### src/rtl/alu_seq_if.sv
// Request (operands/opcode) and response (result) handshake channels of alu_seq.
// The master drives requests and accepts results; the slave is the ALU.
interface alu_seq_if #(
  parameter int WIDTH = 8
) ();
  logic                 in_valid;
  logic                 in_ready;
  logic [WIDTH-1:0]     in_one;
  logic [WIDTH-1:0]     in_two;
  logic [1:0]           alu_op;
  logic [2*WIDTH-1:0]   out;
  logic                 out_zero;
  logic                 out_valid;
  logic                 out_ready;

  modport master (
    output in_valid, in_one, in_two, alu_op, out_ready,
    input  in_ready, out, out_zero, out_valid
  );

  modport slave (
    input  in_valid, in_one, in_two, alu_op, out_ready,
    output in_ready, out, out_zero, out_valid
  );
endinterface

### src/rtl/alu_seq.sv
// Handshaked ALU: ADD/SUB (and AND) in one cycle, MUL by an iterative shift-add engine.
// Define ALU_SEQ_DIV_EN to turn opcode 11 into a restoring divider instead of bitwise AND.
module alu_seq #(
  parameter int WIDTH = 8
) (
  input  logic     clk,
  input  logic     rst,
  alu_seq_if.slave bus
);
  localparam int RW = 2 * WIDTH;
  localparam int CW = $clog2(WIDTH);
  localparam logic [1:0] OP_ADD = 2'b00;
  localparam logic [1:0] OP_SUB = 2'b01;
  localparam logic [1:0] OP_MUL = 2'b10;
  localparam logic [1:0] OP_X   = 2'b11;

  typedef enum logic [1:0] {IDLE, BUSY, DONE} state_t;

  state_t          state_q, state_d;
  logic [WIDTH-1:0] opb_q, opb_d;
  logic [CW-1:0]   cnt_q, cnt_d;
  logic [RW-1:0]   acc_q, acc_d;
  logic [RW-1:0]   mcand_q, mcand_d;
  logic [RW-1:0]   res_q, res_d;
  logic            zero_q, zero_d;

  logic [WIDTH:0]  sub_w;
  logic [RW-1:0]   quick_res;
  logic            in_iter;

`ifdef ALU_SEQ_DIV_EN
  logic [WIDTH-1:0] opa_q, opa_d;
  logic [1:0]       op_q, op_d;
  logic [WIDTH:0]   trial;
  logic [WIDTH:0]   diff;

  assign in_iter = bus.alu_op[1];
  // Remainder lives in acc_q low half; dividend bits shift out of opa_q as quotient bits shift in.
  assign trial   = {acc_q[WIDTH-1:0], opa_q[WIDTH-1]};
  assign diff    = trial - {1'b0, opb_q};
`else
  assign in_iter = (bus.alu_op == OP_MUL);
`endif

  assign sub_w = {1'b0, bus.in_one} - {1'b0, bus.in_two};

  always_comb begin
    quick_res = '0;
    case (bus.alu_op)
      OP_ADD:  quick_res = RW'(bus.in_one) + RW'(bus.in_two);
      OP_SUB:  quick_res = {{WIDTH{sub_w[WIDTH]}}, sub_w[WIDTH-1:0]};
`ifndef ALU_SEQ_DIV_EN
      OP_X:    quick_res = RW'(bus.in_one & bus.in_two);
`endif
      default: quick_res = '0;
    endcase
  end

  always_comb begin
    state_d = state_q;
    opb_d   = opb_q;
    cnt_d   = cnt_q;
    acc_d   = acc_q;
    mcand_d = mcand_q;
    res_d   = res_q;
    zero_d  = zero_q;
`ifdef ALU_SEQ_DIV_EN
    opa_d   = opa_q;
    op_d    = op_q;
`endif
    case (state_q)
      IDLE: begin
        if (bus.in_valid) begin
          opb_d   = bus.in_two;
          cnt_d   = '0;
          acc_d   = '0;
          mcand_d = RW'(bus.in_one);
`ifdef ALU_SEQ_DIV_EN
          opa_d   = bus.in_one;
          op_d    = bus.alu_op;
`endif
          if (in_iter) begin
            state_d = BUSY;
          end else begin
            state_d = DONE;
            res_d   = quick_res;
            zero_d  = (quick_res == '0);
          end
        end
      end
      BUSY: begin
        cnt_d = cnt_q + 1'b1;
`ifdef ALU_SEQ_DIV_EN
        if (op_q == OP_X) begin
          if (!diff[WIDTH]) begin
            acc_d = RW'(diff[WIDTH-1:0]);
            opa_d = {opa_q[WIDTH-2:0], 1'b1};
          end else begin
            acc_d = RW'(trial[WIDTH-1:0]);
            opa_d = {opa_q[WIDTH-2:0], 1'b0};
          end
        end else
`endif
        begin
          if (opb_q[0]) begin
            acc_d = acc_q + mcand_q;
          end
          mcand_d = mcand_q << 1;
          opb_d   = opb_q >> 1;
        end
        // The last iteration publishes its own result so latency stays WIDTH+1 with no drain cycle.
        if (cnt_q == CW'(WIDTH - 1)) begin
          state_d = DONE;
`ifdef ALU_SEQ_DIV_EN
          if (op_q == OP_X) begin
            res_d = {acc_d[WIDTH-1:0], opa_d};
          end else begin
            res_d = acc_d;
          end
`else
          res_d = acc_d;
`endif
          zero_d = (res_d == '0);
        end
      end
      DONE: begin
        if (bus.out_ready) begin
          state_d = IDLE;
        end
      end
      default: state_d = IDLE;
    endcase
  end

  always_ff @(posedge clk) begin
    if (rst) begin
      state_q <= IDLE;
      opb_q   <= '0;
      cnt_q   <= '0;
      acc_q   <= '0;
      mcand_q <= '0;
      res_q   <= '0;
      zero_q  <= 1'b0;
`ifdef ALU_SEQ_DIV_EN
      opa_q   <= '0;
      op_q    <= '0;
`endif
    end else begin
      state_q <= state_d;
      opb_q   <= opb_d;
      cnt_q   <= cnt_d;
      acc_q   <= acc_d;
      mcand_q <= mcand_d;
      res_q   <= res_d;
      zero_q  <= zero_d;
`ifdef ALU_SEQ_DIV_EN
      opa_q   <= opa_d;
      op_q    <= op_d;
`endif
    end
  end

  assign bus.in_ready  = (state_q == IDLE);
  assign bus.out_valid = (state_q == DONE);
  assign bus.out       = res_q;
  assign bus.out_zero  = zero_q;
endmodule

### src/flat_wrapper.sv
// flat-port wrapper written by rule: the top's interface ports become plain ports
module alu_seq_flat 
#(
  parameter int WIDTH = 8
)
  (clk, rst, bus_in_valid, bus_in_one, bus_in_two, bus_alu_op, bus_out_ready, bus_in_ready, bus_out, bus_out_zero, bus_out_valid);
  alu_seq_if #(.WIDTH(WIDTH)) bus_i ();
  input  logic clk;
  input  logic rst;
  input wire logic [$bits(bus_i.in_valid)-1:0] bus_in_valid;
  input wire logic [$bits(bus_i.in_one)-1:0] bus_in_one;
  input wire logic [$bits(bus_i.in_two)-1:0] bus_in_two;
  input wire logic [$bits(bus_i.alu_op)-1:0] bus_alu_op;
  input wire logic [$bits(bus_i.out_ready)-1:0] bus_out_ready;
  output wire logic [$bits(bus_i.in_ready)-1:0] bus_in_ready;
  output wire logic [$bits(bus_i.out)-1:0] bus_out;
  output wire logic [$bits(bus_i.out_zero)-1:0] bus_out_zero;
  output wire logic [$bits(bus_i.out_valid)-1:0] bus_out_valid;
  assign bus_i.in_valid = bus_in_valid;
  assign bus_i.in_one = bus_in_one;
  assign bus_i.in_two = bus_in_two;
  assign bus_i.alu_op = bus_alu_op;
  assign bus_i.out_ready = bus_out_ready;
  assign bus_in_ready = bus_i.in_ready;
  assign bus_out = bus_i.out;
  assign bus_out_zero = bus_i.out_zero;
  assign bus_out_valid = bus_i.out_valid;
  alu_seq #(.WIDTH(WIDTH)) u_core (.clk(clk), .rst(rst), .bus(bus_i));
endmodule
### config.mk
export PLATFORM = sky130hd
export DESIGN_NAME = alu_seq_flat
export DESIGN_NICKNAME = d
export VERILOG_FILES = /design/src/rtl/alu_seq_if.sv /design/src/rtl/alu_seq.sv /design/src/flat_wrapper.sv
export SDC_FILE = /design/constraint.sdc
export NUM_CORES = 1
export LEC_CHECK = 0
export CAP_MARGIN = 15
export CORE_ASPECT_RATIO = 1.5
export CORE_MARGIN = 1
export CORE_UTILIZATION = 45
export DETAILED_ROUTE_END_ITERATION = 10
export GPL_TIMING_DRIVEN = 0
export PLACE_DENSITY_LB_ADDON = 0.15
export SLEW_MARGIN = 5
export SYNTH_ARGS = -nofsm -noshare
export SYNTH_HDL_FRONTEND = slang
export SYNTH_SLANG_ARGS = --single-unit
export TNS_END_PERCENT = 1
### constraint.sdc
create_clock -name clk -period 3.6 [get_ports clk]
set_input_delay 0.54 -clock clk [delete_from_list [all_inputs] [get_ports clk]]
set_output_delay 0.54 -clock clk [all_outputs]
set_load 0.005 [all_outputs]
==> reports/metrics.csv <==
metric;value;unit
ys_types;65;
grt_pass1_wl;21100;um
clock_latency;0.34;ns
power_density;399;mW/mm2
max_freq;291;MHz
cp_top_family;compound AO/OA/AOI/OAI gates;
cts_tree;built;
synthToLayoutAreaGrowth;19.3;%
layout-drive-gt1-share;5.37;%
fin_hold_ws;0.456;ns
antenna_found_initial;0;
ios;41;
p_leak;2.08;nW
postSynthAreaPerCell;7.77;um2
worst_path_max_delay_cell;clkdlybuf4s50_1;
synth_area_leaders;dfxtp_1, ha_1, nor2_1;
critPathArrivalTime;3.65;ns
final_area;0.00518;mm2
drv_cap;0;
fp.dieArea;0.0101;mm2
cts_resized;0;
worstSetupEndpointType;register;
initial_core_util;46.6;%
finalCriticalPeriod;3.44;ns
finalNonFillerCells;726;
grt_usage;28.4;%
min_period_over_period;95.5;%
drt_drc_violations_left;0;
ys_seq_area_share;28.6;%
die_x;82.2;um
viasPerCell;5.94;
n_antenna_cell;0;
htreeDepth;3;
synthAdderAreaFrac;11.2;%
wirelength;13400;um
maxSlewHeadroom;60.9;%
synthMuxAreaShare;2.42;%
path_clk_slew;0.05;ns
rsz0062_at_grt;false;
clock-sinks;62;
multi_input_area;0.00288;mm2
synth_xor_area_share;2.62;%
ys_ff_latch;62;
drt_iter0_drc;254;
synth_nets;618;
outcome;finished clean;
ctsHoldBuffers;0;
finalPower;2.06;mW
synth_edf_count;0;
netlist_instances;559;
min_path_type;register to register;
finalSetupViolations;0;
globalplace.congestion;0.938;
async_flop_share;0;%
antenna_left;0;
die_height;122;um
avgRoutedWirePerCell;18.4;um
core;0.00931;mm2
cpMostUsedCell;o31ai_1;
skew;0.00604;ns
setup_tns;0;ns
dr.pass1.iters;4;
synthSimpleGateAreaFrac;22.7;%
fill_cells;911;
ir_drop;0.386;mV
regArea;0.00124;mm2
crit_fanout;4;
rows;43;
syn_area;0.00434;mm2
layout.nets;669;
port-buffer-count;40;
finalMaxSlewViolations;0;
path_class;input pin to register;
postCtsSetupRepairBufs;0;
yosysTopAreaCell;dfxtp_1;
overflow;0;
crit_required;3.81;ns
numPlacedInstances;711;
hold_viol_final;0;
synth_ff_type;dfxtp_1;
critPathBufInv;2;
numCtsBuffers;9;
clock_path_buffers;2;
clockRootBuffer;clkbuf_16;
ys_warn_count;0;
slowest_delay;0.56;ns
worstMarginPinSlew;0.587;ns
grt_pass1_vias;4320;
grt_max_degree;11;
place_hpwl;10400;um
cp_cell_sequence;clkdlybuf4s50_1, ha_1, inv_1, fa_1, or3_1, a311oi_2, o31ai_1, a2111o_1, o21ai_1, nor4_1, a31oi_1, o31ai_1;
cp-start-kind;input pin;
synth_top_family_by_area;compound AO/OA/AOI/OAI gates;
placed_cell_area;0.00488;mm2
via_count;4312;
synth_compound_area_share;27.2;%
synth_top_area_share;28.6;%
==> power breakdown <==
group / internal (mW) / switching [mW]
registers: 0.728 / 0.0305
clock network: 0.548 / 0.308
logic: 0.188 / 0.262
total: 1.46 / 0.601
==> kinds of logic (layout without fill, tap and decap cells) <==
kind of cell | count (synthesis) | after routing
adder cells (fa/ha/maj) | 37 | 37
flip-flops | 62 | 62
AND/OR/NAND/NOR | 208 | 208
multiplexers | 10 | 10
AO/OA/AOI/OAI | 171 | 171
XOR/XNOR | 13 | 13
buffers and inverters | 58 | 113
==> layer usage <==
layer  GRT usage, %  up-vias  routed length, um  part of all wire (%)
li1               -     2115                  -                     -
met1           29.3     2024               5140                    38
met4           17.5        0                747                   5.6
met3           4.16       46                422                   3.2
met2           51.9      127               7060                    53
met5              0        -                  0                     0
==> cell usage after synthesis, types with 3 or more instances <==
cell type   n
xor2_1      5
nand2b_1    6
nand3_1     8
mux2_2      4
a211oi_1   15
o2111ai_1   4
a2111oi_0   3
a311oi_1   15
a21o_1     10
o21ai_0    15
nor2_1     70
mux2i_1     6
nor2b_1    13
nor3b_1     4
buf_2       5
inv_1      24
a31oi_1     7
a22oi_1    12
a21oi_1    48
o31ai_1     4
ha_1       34
or3_1       3
dfxtp_1    62
nand2_1    69
o21a_1      3
fa_1        3
buf_1       3
clkbuf_1   25
and2_1      5
and4b_1     3
xnor2_1     8
nor3_1     11
o21ai_1    11
==> tightest hold or removal path, cell delays in order (launching register included) <==
cell     delay, ns
dfxtp_1       0.31
nand2_1       0.05
a21oi_1       0.05
==> layout by cell type, fill, tap and decap left out, drive strengths merged, types with 3 or more instances in the layout <==
| master | n |
|---|---|
| clkbuf | 36 |
| a31oi | 7 |
| a21oi | 48 |
| o21a | 3 |
| ha | 34 |
| nor2b | 13 |
| o31ai | 4 |
| a22oi | 12 |
| a211oi | 16 |
| o2111ai | 4 |
| inv | 24 |
| nor3 | 11 |
| and2 | 5 |
| dfxtp | 62 |
| buf | 9 |
| fa | 3 |
| mux2 | 4 |
| a2111oi | 4 |
| xor2 | 5 |
| or3 | 3 |
| a311oi | 16 |
| and4b | 3 |
| mux2i | 6 |
| xnor2 | 8 |
| nor2 | 70 |
| clkdlybuf4s50 | 40 |
| nand2b | 6 |
| nand2 | 69 |
| a21o | 10 |
| nor3b | 4 |
| o21ai | 26 |
| nand3 | 8 |
==> cell type report <==
type | count | share of cell area [%]
plain buffers | 34 | 2.73
clock buffers | 11 | 4.69
clock inverters | 4 | 0.918
inverters | 24 | 1.74
multi-input cells | 439 | 55.5
flip-flops and latches | 62 | 24.0
well taps | 112 | 2.71
repair buffers | 40 | 7.73
==> worst paths after layout <==
path	start	to	slack (ns)	cells past startpoint
setup / recovery	bus_in_two[0]	u_core.bus.out_zero	0.16	12
setup reg to reg	u_core.mcand_q[0]	u_core.bus.out_zero	0.37	10
hold reg to reg	u_core.bus.out[6]	u_core.bus.out[6]	0.46	2
hold / removal	u_core.bus.out[6]	u_core.bus.out[6]	0.46	2
==> state kept, by name, summed over array words and instances, names as in the netlist <==
register / flops
u_core.state_q: 2
u_core.bus.out_zero: 1
u_core.bus.out: 16
u_core.mcand_q: 16
u_core.opb_q: 8
u_core.cnt_q: 3
u_core.acc_q: 16
==> stage by stage <==
stage / setup WS (ns) / utilization (%)
detailed placement: -0.190 / 52.5
global placement: -0.233 / 52.5
finish: 0.163 / 55.6
CTS: 0.125 / 55.6
global route: 0.0763 / 55.6
floorplan: 0.874 / -
Note: power is estimated with default switching activity, not from simulation.
